--- config.mk ---
export PLATFORM = sky130hd
export DESIGN_NAME = bf_stage_io
export DESIGN_NICKNAME = d
export VERILOG_FILES = /design/src/rtl/bf_stage_io_pkg.sv /design/src/rtl/bf_stage_io_uart.sv /design/src/rtl/bf_stage_io.sv
export SDC_FILE = /design/constraint.sdc
export NUM_CORES = 1
export LEC_CHECK = 0
export ABC_CLOCK_PERIOD_IN_PS = 3100
export CAP_MARGIN = 20
export CORE_MARGIN = 1
export CORE_UTILIZATION = 40
export DETAILED_ROUTE_END_ITERATION = 7
export PLACE_DENSITY = 0.67
export SKIP_CTS_REPAIR_TIMING = 1
export SLEW_MARGIN = 5
export SYNTH_ARGS = -nofsm -noshare
export SYNTH_HDL_FRONTEND = slang
export SYNTH_SLANG_ARGS = --single-unit
--- constraint.sdc ---
create_clock -name clk -period 3.1 [get_ports clk]
set_input_delay 0.62 -clock clk [delete_from_list [all_inputs] [get_ports clk]]
set_output_delay 0.62 -clock clk [all_outputs]
set_load 0.01 [all_outputs]
--- src/rtl/bf_stage_io_pkg.sv ---
// Shared opcodes and FSM state type for the Brainfuck pipeline I/O stage.
package bf_stage_io_pkg;

  localparam int OPCODE_MSB = 3;

  localparam logic [OPCODE_MSB:0] OP_NOP   = 4'h0;
  localparam logic [OPCODE_MSB:0] OP_INC   = 4'h1;
  localparam logic [OPCODE_MSB:0] OP_DEC   = 4'h2;
  localparam logic [OPCODE_MSB:0] OP_RIGHT = 4'h3;
  localparam logic [OPCODE_MSB:0] OP_LEFT  = 4'h4;
  localparam logic [OPCODE_MSB:0] OP_OUT   = 4'h5;
  localparam logic [OPCODE_MSB:0] OP_IN    = 4'h6;
  localparam logic [OPCODE_MSB:0] OP_JZ    = 4'h7;
  localparam logic [OPCODE_MSB:0] OP_JNZ   = 4'h8;

  localparam int FRAME_BITS = 10;

  typedef enum logic [1:0] {
    EMPTY   = 2'd0,
    FULL    = 2'd1,
    TX      = 2'd2,
    WAIT_IN = 2'd3
  } io_state_t;

  // 8N1 frame, shifted out LSB first: start(0), data[0..7], stop(1).
  function automatic logic [FRAME_BITS-1:0] uart_frame(input logic [7:0] data);
    return {1'b1, data, 1'b0};
  endfunction

endpackage

--- src/rtl/bf_stage_io_uart.sv ---
// 8N1 UART transmit shifter: frame register plus baud and bit counters.
module bf_uart_tx_shifter
  import bf_stage_io_pkg::*;
#(
  parameter int CLKS_PER_BIT = 16
) (
  input  logic       clk,
  input  logic       reset,
  input  logic       start,
  input  logic [7:0] data,
  output logic       busy,
  output logic       tx
);

  localparam int CW = (CLKS_PER_BIT > 1) ? $clog2(CLKS_PER_BIT) : 1;
  localparam logic [CW-1:0] BAUD_LAST = CW'(CLKS_PER_BIT - 1);
  localparam logic [3:0] BIT_LAST = 4'(FRAME_BITS - 1);

  logic [FRAME_BITS-1:0] shreg;
  logic [CW-1:0]         baud_cnt;
  logic [3:0]            bit_cnt;

  always_ff @(posedge clk or posedge reset) begin
    if (reset) begin
      shreg    <= '0;
      baud_cnt <= '0;
      bit_cnt  <= '0;
      busy     <= 1'b0;
    end else if (start && !busy) begin
      shreg    <= uart_frame(data);
      baud_cnt <= '0;
      bit_cnt  <= '0;
      busy     <= 1'b1;
    end else if (busy) begin
      if (baud_cnt == BAUD_LAST) begin
        baud_cnt <= '0;
        shreg    <= {1'b1, shreg[FRAME_BITS-1:1]};
        if (bit_cnt == BIT_LAST) begin
          bit_cnt <= '0;
          busy    <= 1'b0;
        end else begin
          bit_cnt <= bit_cnt + 4'd1;
        end
      end else begin
        baud_cnt <= baud_cnt + CW'(1);
      end
    end
  end

  // Idle high whenever no frame is in flight, including straight out of reset.
  assign tx = busy ? shreg[0] : 1'b1;

endmodule

--- src/rtl/bf_stage_io.sv ---
// Brainfuck pipeline I/O stage: OUT serialises the accumulator over UART, IN captures a byte.
// Define BF_IO_ECHO_EN to retransmit each captured IN byte before handing it downstream.
module bf_stage_io
  import bf_stage_io_pkg::*;
#(
  parameter int D_WIDTH      = 8,
  parameter int OP_WIDTH     = 4,
  parameter int CLKS_PER_BIT = 16
) (
  input  logic                clk,
  input  logic                reset,
  input  logic [OP_WIDTH-1:0] operation_in,
  input  logic [D_WIDTH-1:0]  a_in,
  input  logic                drdy_in,
  output logic                ack,
  output logic [OP_WIDTH-1:0] operation,
  output logic [D_WIDTH-1:0]  a,
  output logic                drdy,
  input  logic                ack_in,
  output logic                tx,
  input  logic [7:0]          in_data,
  input  logic                in_valid,
  output logic                in_ready
);

  // Handshake: a transfer happens on a rising clk edge where valid and ack are both
  // high on the same side (drdy_in/ack upstream, drdy/ack_in downstream, in_valid/in_ready).

  io_state_t           state, state_n;
  logic [OP_WIDTH-1:0] op_q, op_n;
  logic [D_WIDTH-1:0]  a_q, a_n;
  logic                start, busy;
  logic [7:0]          start_data;

  always_ff @(posedge clk or posedge reset) begin
    if (reset) begin
      state <= EMPTY;
      op_q  <= OP_WIDTH'(OP_NOP);
      a_q   <= '0;
    end else begin
      state <= state_n;
      op_q  <= op_n;
      a_q   <= a_n;
    end
  end

  always_comb begin
    state_n    = state;
    op_n       = op_q;
    a_n        = a_q;
    start      = 1'b0;
    start_data = a_in[7:0];
    ack        = 1'b0;
    drdy       = 1'b0;
    in_ready   = 1'b0;

    unique case (state)
      EMPTY: ack = 1'b1;
      FULL: begin
        drdy = 1'b1;
        ack  = ack_in;
        if (ack_in) begin
          state_n = EMPTY;
          op_n    = OP_WIDTH'(OP_NOP);
        end
      end
      // Leave one idle-high cycle after the stop bit before presenting downstream.
      TX: if (!busy) state_n = FULL;
      WAIT_IN: begin
        in_ready = 1'b1;
        if (in_valid) begin
          a_n = D_WIDTH'(in_data);
`ifdef BF_IO_ECHO_EN
          start      = 1'b1;
          start_data = in_data;
          state_n    = TX;
`else
          state_n = FULL;
`endif
        end
      end
      default: state_n = EMPTY;
    endcase

    // Accepting upstream overrides the FULL->EMPTY drain so back-to-back ops have no bubble.
    if (drdy_in && ack) begin
      op_n = operation_in;
      a_n  = a_in;
      if (operation_in == OP_WIDTH'(OP_OUT)) begin
        start      = 1'b1;
        start_data = a_in[7:0];
        state_n    = TX;
      end else if (operation_in == OP_WIDTH'(OP_IN)) begin
        state_n = WAIT_IN;
      end else begin
        state_n = FULL;
      end
    end
  end

  assign operation = op_q;
  assign a         = a_q;

  bf_uart_tx_shifter #(
    .CLKS_PER_BIT(CLKS_PER_BIT)
  ) u_tx (
    .clk   (clk),
    .reset (reset),
    .start (start),
    .data  (start_data),
    .busy  (busy),
    .tx    (tx)
  );

endmodule

### Word level (Yosys, flattened, before mapping)

Cells that the tools add are included.
W data, S select, Z words.

* $add $sub $neg: 2
* equal/unequal tests: 10
* multiplexer cells: 33
* reductions and logical operators: 15

Operator list (number)
* $mux W4: 10
* $mux W10: 3
* $mux W8: 3
* $mux W2: 6
* $reduce_bool A2 Y1: 6
* $mux W1: 9
* $ne A3 B3 Y1 const B: 3
* $add A4 B1 Y4 const B: 2
* $eq A4 B3 Y1 const B: 2
* $eq A4 B4 Y1 const B: 2
* $pmux W2 S3: 1
* $reduce_and A2 Y1: 3
* $eq A2 B2 Y1 const B: 2
* $reduce_and A4 Y1: 1
* $reduce_bool A4 Y1: 1
* $eq A2 B1 Y1 const B: 1
* $logic_and A1 B1 Y1: 2
* $logic_not A2 Y1: 1
* $pmux W1 S2: 1
* $logic_not A1 Y1: 1

* register bits: 33
* output and inout bits: 16
* word-level logic and storage cells: 67

### Logic depth before layout (Yosys ltp)

Gate-level depths: netlist of run 1.

* word-level depth: 7
* mapped depth: 6

### Hierarchy

A second synthesis of run 1 with hierarchy kept.

* cell total of the unflattened synthesis: 151
* area total of the unflattened synthesis: 1732.9 µm²

Modules (own cells, without submodules)
* bf_uart_tx_shifter: times used 1, cells each 96, area each 983.4 µm², seq. area each 475.5 µm²
* bf_stage_io: times used 1, cells each 55, area each 749.5 µm², seq. area each 350.3 µm²

### Worst setup path after synthesis of run 1

OpenSTA, ideal clock, no wires.

* path type: input-to-output
* from: in ack_in
* to: out ack
* data arrival time: 1070 ps
* slack: 1410 ps
* cell stages on the path: 3
* buffers on the path: 0
* cells stage by stage: nand2b_1 nand2b_1 inv_1

* cells in the longest elaborated chain, start to end: 1

RTL lines
* start, declared: line bf_stage_io.sv:19 `input logic ack_in,`
* $pmux W1 S2: line bf_stage_io.sv:57 `unique case (state)`
* end, declared: line bf_stage_io.sv:15 `output logic ack,`

Every way passes these cells.

### Final worst setup path of run 1

Ends and elaborated chain as after synthesis.

==> metrics, run 1 <==
run status completed; share of layout cells above drive strength 1 15.6%; data required time at the worst endpoint 2.48 ns; Design Area, Final between 2000 and 2500 µm²; DRC violations left 0; library cell contributing the largest single delay on the critical path clkdlybuf4s50_1; Top Ports around 40; post-synthesis cell count about 160; fin util around 55%; critical path capture point type output pin; grt ovf 0; number of clock sinks seen by CTS 33; post-synthesis net count ~180; count of cells along the worst register-to-register path 5; worst setup path class primary input to output pin; overall fraction of global-route tracks in use 19.6%; total power draw a little over 2 mW; cell accounting for the most synthesized area dfrtp_1; Hold Startpoint u_tx.shreg[9]; CP max stage delay between 0.5 and 0.6 ns; most common flop cell mapped by yosys dfrtp_1; largest fanout on the critical path 6; post-synthesis instance area roughly 1700 µm²; Antenna Cells 0; clock latency of the later-clocked register in the worst-skew pair a little under 0.3 ns; average wire per cell in the routed design ~16 µm; placed wire-length estimate approximately 2900 µm; Worst path top cell family by delay buffers and inverters; total placed instance area between 2000 and 2500 µm²; Final Skew 0.00593 ns; max-capacitance violation count 0; transition at the pin with the smallest max-transition slack between 0.5 and 0.6 ns; top-area cell type share of the netlist area about half; Post-Place Worst Slack 0.372 ns; setup slack of the most critical reg-to-reg path 1.15 ns; number of levels the H-tree was split into 2; #FFs+latches synth 33; total power density per cell area a little over 900 nW/µm²; row count 23; Slew HR approximately two thirds; DIE HEIGHT between 60 and 70 µm; total die area between 4000 and 5000 µm²; number of endpoints failing setup at the final stage 0; number of antenna violations at the first check in global routing 0; worst path buffer plus inverter count 3; top achievable clock speed roughly 0.36 GHz; antenna violation net count after detailed routing 0; post-synth cell types 44; hold path cells 1; Port Buffers 40; Reg2Reg Launch Point u_tx.baud_cnt[0]; initial DRC count between 50 and 60; sink of the worst hold path u_tx.shreg[9]; crit share post-route roughly 90%; pins over their slew limit 0; Reg clk slew, reported paths ~0.07 ns; total core area approximately 4100 µm²; DRT Pass-1 Iters 4; Longest Clk Path Bufs 2; clock tree from TritonCTS yes; via count of the first global-routing pass roughly 1,400; count of synthesis-stage warnings from yosys 0; routability cong. between 0.7 and 0.8; worst hold path type flop to flop; Hold Fails Final Rpt 0; Die Span X 67.4 µm; mean instance size in the synthesized netlist roughly 11 µm²; Avg Vias per Cell approximately 5.4; final worst-path setup slack approximately 0.36 ns; Critical R2R Capture u_tx.bit_cnt[2]; Arr. time, crit path between 2 and 2.5 ns; top post-synthesis cells by area dfrtp_1, a22o_1, o22a_2, a21o_1, o21a_1; total wire length after detailed routing approximately 4000 µm; startpoint type of the worst setup path primary input; share of flip-flops with an asynchronous set or reset 100%; setup repair after global routing missed its margin false; static leakage approximately 1.0 nW; sequential cell area fraction in the yosys report ~48%; CTS root buffer clkbuf_8; Nets approximately 230; Cell Chain, Critical Path clkdlybuf4s50_1 > nand2b_1 > nand2b_1 > inv_1 > clkdlybuf4s50_1; number of flops mapped to enable cells by yosys 0; worst vdd rail ir drop 0.000518 V; Final min period between 2 and 3 ns; maximum number of pins on one net before global-route repair 34; first-pass GRT wire length between 6000 and 7000 µm; area growth from synthesis to layout 31.3%; Fin Setup TNS 0 ns; via count 1,346; initial core utilization 42.1%; number of CTS-inserted buffers 5
synthesized netlist by cell type (2+ instances only):
master,n
o22ai_1,2
o21a_1,7
xor2_1,2
inv_1,7
a31oi_1,2
and3_1,2
a21o_1,9
nor2_1,4
nand2b_1,3
a22oi_1,4
buf_6,4
o21ai_0,9
a22o_1,8
nand3_1,6
dfrtp_1,33
or2_2,2
o22a_2,7
and2b_2,4
ha_1,3
mux2i_1,2
nand2_1,5
a21oi_1,9
layout make-up:
cell class                 instances  area [µm²]
clock buffer                       7        86.3
clock inverter                     1        30.0
tap                               50        62.6
fill                             371        1810
sequential                        33         826
timing repair buffer              41         408
multi-input combinational        109         801
inverter                           8        30.0
worst max-delay path by stage:
stage          startpoint  endpoint  slack [ns]  cells past startpoint
6_report           ack_in       ack        0.36                      5
5_1_grt            ack_in       ack        0.28                      5
4_1_cts            ack_in       ack        0.37                      5
3_5_place_dp       ack_in       ack        0.37                      5
3_3_place_gp       ack_in       ack        0.40                      5
2_1_floorplan      ack_in       ack        1.41                      3
per-stage QoR:
step	hold slack [ns]	std cells
global placement	0.448	241
finish	0.472	249
CTS	0.471	249
detailed placement	0.452	241
global route	0.500	249
floorplan	0.433	156
cell families after synthesis:
family / count (synthesis) / share of synthesized area (%)
AO/OA/AOI/OAI: 59 / 24.8
AND/OR/NAND/NOR: 42 / 16.1
flip-flops: 33 / 48.3
buffers and inverters: 14 / 4.83
multiplexers: 3 / 2.71
adder cells (fa/ha/maj): 3 / 2.20
XOR/XNOR: 2 / 1.03
per-layer routing:
layer	track usage (%)	share of wire (%)	up-vias
met3	4.05	2.8	5
met5	0	0	-
met2	31.4	49	23
met1	25.7	47	662
met4	7.98	1.2	0
li1	-	-	656
where the power goes:
| group | total (mW) | internal (mW) | leakage, nW | switching, mW |
|---|---|---|---|---|
| Combinational | 0.808 | 0.453 | 0.549 | 0.355 |
| Clock | 0.422 | 0.262 | 0.0585 | 0.159 |
| Sequential | 0.803 | 0.629 | 0.394 | 0.174 |
| Total | 2.03 | 1.34 | 1.00 | 0.688 |
placed cells by master (no fill, tap or decap), types with 2 or more instances in the layout:
master	Yosys	layout
clkdlybuf4s50_1	0	40
dfrtp_1	33	33
o21ai_0	9	9
a21oi_1	9	9
a21o_1	9	9
a22o_1	8	8
inv_1	7	7
o22a_2	7	7
o21a_1	7	7
nand3_1	6	6
clkbuf_8	0	6
nand2_1	5	5
nor2_1	4	4
and2b_2	4	4
a22oi_1	4	4
nand2b_1	3	3
ha_1	3	3
a31oi_1	2	2
and3_1	2	2
o22ai_1	2	2
mux2i_1	2	2
or2_2	2	2
xor2_1	2	2
state kept, by name, summed over array words and instances (netlist names):
signal         flops
operation          4
u_tx.bit_cnt       4
u_tx.baud_cnt      4
a                  8
u_tx.shreg        10
state              2
u_tx.busy          1
Note: power is estimated with default switching activity, not from simulation.
==> inputs of run 2 (changes only) <==
--- a/config.mk
+++ b/config.mk
@@ -7,10 +7,10 @@
 export LEC_CHECK = 0
 export ABC_CLOCK_PERIOD_IN_PS = 3100
 export CAP_MARGIN = 20
-export CORE_MARGIN = 1
+export CORE_MARGIN = 10
 export CORE_UTILIZATION = 40
 export DETAILED_ROUTE_END_ITERATION = 7
-export PLACE_DENSITY = 0.67
+export PLACE_DENSITY_LB_ADDON = 0.2
 export SKIP_CTS_REPAIR_TIMING = 1
 export SLEW_MARGIN = 5
 export SYNTH_ARGS = -nofsm -noshare
==> run 2 against run 1 <==
- wire length rose by 6.1%
- critical path depth unchanged
- clock power shrank 15%
- utilization fell by 0.37 points
- register-to-register slack barely moved
- design area is 0.67% lower
- clock skew decreased by 0.0049 ns
- critical path type unchanged
- critical endpoint unchanged
==> metrics, run 2 (same netlist as run 1, synthesis figures left out) <==
initial DRC count 88 (was 53); total wire length after detailed routing 4200 µm (was 3960 µm); Design Area, Final 2230 µm² (was 2240 µm²); area growth from synthesis to layout 30.4% (was 31.3%); library cell contributing the largest single delay on the critical path clkdlybuf4s50_1 (unchanged); Reg clk slew, reported paths 0.07 ns (about the same); number of endpoints failing setup at the final stage 0 (unchanged); share of layout cells above drive strength 1 16.1% (was 15.6%); placed wire-length estimate 3150 µm (was 2890 µm); DIE HEIGHT 85.4 µm (was 67.4 µm); total placed instance area 2130 µm² (unchanged); GR met2 Demand/Resource 19.1% (was 31.4%); transition at the pin with the smallest max-transition slack 0.525 ns (was 0.527 ns); startpoint type of the worst setup path primary input (unchanged); number of antenna violations at the first check in global routing 0 (unchanged); worst setup path class primary input to output pin (unchanged); via count 1,342 (was 1,346); row count 23 (unchanged); Post-Place Worst Slack 0.326 ns (was 0.372 ns); Reg2Reg Launch Point u_tx.baud_cnt[0] (unchanged); run status completed (unchanged); Avg Vias per Cell 5.39 (was 5.41); Port Buffers 40 (unchanged); overall fraction of global-route tracks in use 12.0% (was 19.6%); filler instances 361 (was 371); Longest Clk Path Bufs 2 (unchanged); commonest cells after routing, fill and taps aside clkdlybuf4s50_1, dfrtp_1, o21ai_0, a21oi_1, a21o_1 (unchanged); Hold Startpoint u_tx.shreg[9] (unchanged); number of clock sinks seen by CTS 33 (unchanged); setup slack of the most critical reg-to-reg path 1.15 ns (about the same); Hold Fails Final Rpt 0 (unchanged); initial core utilization 42.1% (unchanged); number of levels the H-tree was split into 2 (unchanged); Fin Setup TNS 0 ns (unchanged); Cell Chain, Critical Path clkdlybuf4s50_1 > nand2b_1 > nand2b_1 > inv_1 > clkdlybuf4s50_1 (unchanged); total power density per cell area 882 nW/µm² (was 906 nW/µm²); Die Span X 85.4 µm (was 67.4 µm); worst hold path type flop to flop (unchanged); number of CTS-inserted buffers 5 (unchanged); placed instance count 241 (unchanged); largest fanout on the critical path 6 (unchanged); met1 layer usage reported by global route 14.0% (was 25.7%); clock tree from TritonCTS yes (unchanged); tightest hold margin 0.470 ns (was 0.472 ns); flip-flop count of the largest register after layout 10 (unchanged); total die area 7290 µm² (was 4540 µm²); DRT Pass-1 Iters 4 (unchanged); peak-usage layer in the global routing report met2 (unchanged); clock latency of the later-clocked register in the worst-skew pair 0.28 ns (was 0.29 ns); Final min period 2.78 ns (was 2.74 ns); average wire per cell in the routed design 16.9 µm (was 15.9 µm); crit share post-route 89.8% (was 88.4%); Nets 226 (unchanged); max-capacitance violation count 0 (unchanged); data required time at the worst endpoint 2.48 ns (about the same); CP max stage delay 0.54 ns (was 0.53 ns); CTS root buffer clkbuf_8 (unchanged); Worst path top cell family by delay buffers and inverters (unchanged); Final Skew 0.00103 ns (was 0.00593 ns); Reg with most FFs u_tx.shreg (unchanged); via count of the first global-routing pass 1,439 (was 1,354); antenna violation net count after detailed routing 0 (unchanged); static leakage 0.997 nW (was 1.00 nW); Arr. time, crit path 2.16 ns (was 2.12 ns); pins over their slew limit 0 (unchanged); source of the critical timing path ack_in (unchanged); maximum number of pins on one net before global-route repair 34 (unchanged); total core area 4060 µm² (unchanged); critical path capture point type output pin (unchanged); worst vdd rail ir drop 0.000385 V (was 0.000518 V); grt ovf 0 (unchanged); Top Ports 41 (unchanged); top achievable clock speed 0.359 GHz (was 0.365 GHz); worst path buffer plus inverter count 3 (unchanged); setup repair after global routing missed its margin false (unchanged); final worst-path setup slack 0.317 ns (was 0.359 ns); most frequent standard cell in the layout excluding fill and tap cells clkdlybuf4s50_1 (unchanged); GR Layer Usage met3 5.07% (was 4.05%); Post-Layout Cell Count 249 (unchanged); routability cong. 0.768 (was 0.787); Slew HR 64.9% (was 64.7%); Antenna Cells 0 (unchanged); first-pass GRT wire length 7090 µm (was 6440 µm); DRC violations left 0 (unchanged)
==> run 2: cell count changes in the layout (fill, tap and decap cells not counted), sizes merged <==
cell	delta
clkinv	+1
bufinv	-1
==> run 2: power by group <==
group          internal, mW  switching (mW)  leakage [nW]
clock                 0.201           0.158        0.0542
sequential            0.630           0.171         0.394
combinational         0.452           0.354         0.549
==> run 2: worst register-to-register path, stage by stage, from the launching register on <==
cell     delay [ns]
dfrtp_1        0.39
ha_1           0.23
nand4_1        0.45
a21o_1         0.35
or3b_1         0.36
nand3_1        0.10
==> run 2: layout make-up <==
class | count | area, µm² | share of cell area [%]
Timing Repair Buffer | 41 | 408 | 18.3
Sequential cell | 33 | 826 | 37.1
Inverter | 8 | 30.0 | 1.35
Multi-Input combinational cell | 109 | 801 | 35.9
Tap cell | 50 | 62.6 | 2.81
Clock inverter | 1 | 5.00 | 0.225
Clock buffer | 7 | 96.3 | 4.32
==> run 2: per-stage QoR <==
| step | util [%] | total power, mW |
|---|---|---|
| global placement | 52.4 | 1.58 |
| global route | 54.9 | 2.12 |
| CTS | 54.9 | 1.99 |
| finish | 54.9 | 1.97 |
| floorplan | - | 1.28 |
| detailed placement | 52.4 | 1.62 |
==> run 2: per-layer routing <==
layer  up-vias  share of wire [%]  routed length (µm)
li1        660                  -                   -
met4         0                1.3                  55
met1       648                 43                1810
met5         -                  0                   0
met2        29                 50                2090
met3         5                6.0                 252
==> run 2: worst paths after layout <==
kind | endpoint | depth (start not counted)
setup / recovery | ack | 5
hold / removal | u_tx.shreg[9] | 1
setup reg to reg | u_tx.bit_cnt[2] | 5
hold reg to reg | u_tx.shreg[9] | 1
max in group asynchronous | operation[0] | 3
min in group asynchronous | u_tx.baud_cnt[3] | 3
==> inputs of run 3 (changes only) <==
--- a/config.mk
+++ b/config.mk
@@ -7,7 +7,7 @@
 export LEC_CHECK = 0
 export ABC_CLOCK_PERIOD_IN_PS = 3100
 export CAP_MARGIN = 20
-export CORE_MARGIN = 10
+export CORE_MARGIN = 2
 export CORE_UTILIZATION = 40
 export DETAILED_ROUTE_END_ITERATION = 7
 export PLACE_DENSITY_LB_ADDON = 0.2
==> run 3 against run 2 <==
- sequential power hardly changed
- clock-buffer cell count did not move
- design area up 0.67%
- sequential share of layout area is 0.25 points lower
- via count fell by 1.1%
- combinational power down 1%
- utilization grew 0.37 points
- register-to-register slack improved by 0.04 ns
- worst hold slack got worse by 0.0028 ns
- first-iteration DRC count decreased by 34%
- critical path depth did not move
- clock skew grew 0.0021 ns
==> metrics, run 3 (same netlist as run 1, synthesis figures left out) <==
run status completed (unchanged); flip-flop count of the largest register after layout 10 (unchanged); DIE HEIGHT 69.4 µm (was 85.4 µm); Port Buffers 40 (unchanged); data required time at the worst endpoint 2.48 ns (about the same); DRT Pass-1 Iters 4 (unchanged); critical path capture point type output pin (unchanged); Fin Setup TNS 0 ns (unchanged); Hold Fails Final Rpt 0 (unchanged); via count of the first global-routing pass 1,349 (was 1,439); Final min period 2.73 ns (was 2.78 ns); initial core utilization 42.1% (unchanged); setup repair after global routing missed its margin false (unchanged); total die area 4810 µm² (was 7290 µm²); top achievable clock speed 0.366 GHz (was 0.359 GHz); tightest hold margin 0.468 ns (was 0.470 ns); placed instance count 241 (unchanged); number of CTS-inserted buffers 5 (unchanged); Slew HR 64.1% (was 64.9%); worst vdd rail ir drop 0.000441 V (was 0.000385 V); startpoint type of the worst setup path primary input (unchanged); pins over their slew limit 0 (unchanged); overall fraction of global-route tracks in use 16.5% (was 12.0%); number of clock sinks seen by CTS 33 (unchanged); total power density per cell area 897 nW/µm² (was 882 nW/µm²); area growth from synthesis to layout 31.3% (was 30.4%); number of antenna violations at the first check in global routing 0 (unchanged); first-pass GRT wire length 6400 µm (was 7090 µm); routability cong. 0.776 (was 0.768); DRC violations left 0 (unchanged); Avg Vias per Cell 5.33 (was 5.39); total core area 4060 µm² (unchanged); Reg with most FFs u_tx.shreg (unchanged); row count 23 (unchanged); worst hold path type flop to flop (unchanged); Antenna Cells 0 (unchanged); average wire per cell in the routed design 15.0 µm (was 16.9 µm); share of layout cells above drive strength 1 15.6% (was 16.1%); grt ovf 0 (unchanged); Longest Clk Path Bufs 2 (unchanged); Arr. time, crit path 2.11 ns (was 2.16 ns); max-capacitance violation count 0 (unchanged); number of levels the H-tree was split into 2 (unchanged); maximum number of pins on one net before global-route repair 34 (unchanged); via count 1,327 (was 1,342); total wire length after detailed routing 3720 µm (was 4200 µm); Reg clk slew, reported paths 0.07 ns (about the same); Die Span X 69.4 µm (was 85.4 µm); antenna violation net count after detailed routing 0 (unchanged); worst setup path class primary input to output pin (unchanged); transition at the pin with the smallest max-transition slack 0.536 ns (was 0.525 ns); clock latency of the later-clocked register in the worst-skew pair 0.28 ns (about the same); static leakage 1.00 nW (was 0.997 nW); clock tree from TritonCTS yes (unchanged); initial DRC count 58 (was 88); total power draw 2.01 mW (was 1.97 mW); fin util 55.3% (was 54.9%); CTS root buffer clkbuf_8 (unchanged); most frequent standard cell in the layout excluding fill and tap cells clkdlybuf4s50_1 (unchanged); Nets 226 (unchanged); Final Skew 0.00311 ns (was 0.00103 ns); crit share post-route 88.2% (was 89.8%); Top Ports 41 (unchanged); largest fanout on the critical path 6 (unchanged); filler instances 336 (was 361); Post-Layout Cell Count 249 (unchanged); number of endpoints failing setup at the final stage 0 (unchanged); placed wire-length estimate 2740 µm (was 3150 µm); commonest cells after routing, fill and taps aside clkdlybuf4s50_1, dfrtp_1, o21ai_0, a21oi_1, a21o_1 (unchanged)
[run 3: path summary, 6_finish.rpt]
check	start	cells past startpoint	slack, ns	to
max	ack_in	5	0.37	ack
min	u_tx.shreg[9]	1	0.47	u_tx.shreg[9]
max reg2reg	u_tx.baud_cnt[0]	5	1.19	u_tx.bit_cnt[2]
min reg2reg	u_tx.shreg[9]	1	0.47	u_tx.shreg[9]
max in group asynchronous	reset	3	2.07	a[4]
min in group asynchronous	reset	3	0.72	u_tx.baud_cnt[0]
[run 3: metal layers]
layer / global-route usage [%] / wire [µm]
met3: 5.23 / 154
met5: 0 / 0
met2: 26.6 / 1800
met1: 21.2 / 1740
met4: 5.23 / 25
[run 3: power breakdown]
part           internal, mW  switching [mW]  total (mW)  leakage (nW)
logic                 0.452           0.344       0.797         0.549
clock network         0.262           0.153       0.415        0.0585
registers             0.629           0.171       0.800         0.394
total                  1.34           0.668        2.01          1.00
[run 3: critical path, stage by stage]
cell and delay (ns):
clkdlybuf4s50_1 0.48, nand2b_1 0.24, nand2b_1 0.17, inv_1 0.08, clkdlybuf4s50_1 0.53
[run 3: through the flow]
stage / setup slack [ns] / area (µm²)
after floorplan: 1.41 / 1710
after global placement: 0.400 / 2130
after detailed placement: 0.359 / 2130
after CTS: 0.354 / 2240
after global routing: 0.263 / 2240
final: 0.366 / 2240
[run 3: layout make-up]
cell class	count	area [µm²]	share of cell area (%)
Clock buffer	7	86.3	3.85
Clock inverter	1	30.0	1.34
Inverter	8	30.0	1.34
Multi-Input combinational cell	109	801	35.7
Sequential cell	33	826	36.8
Tap cell	50	62.6	2.79
Timing Repair Buffer	41	408	18.2
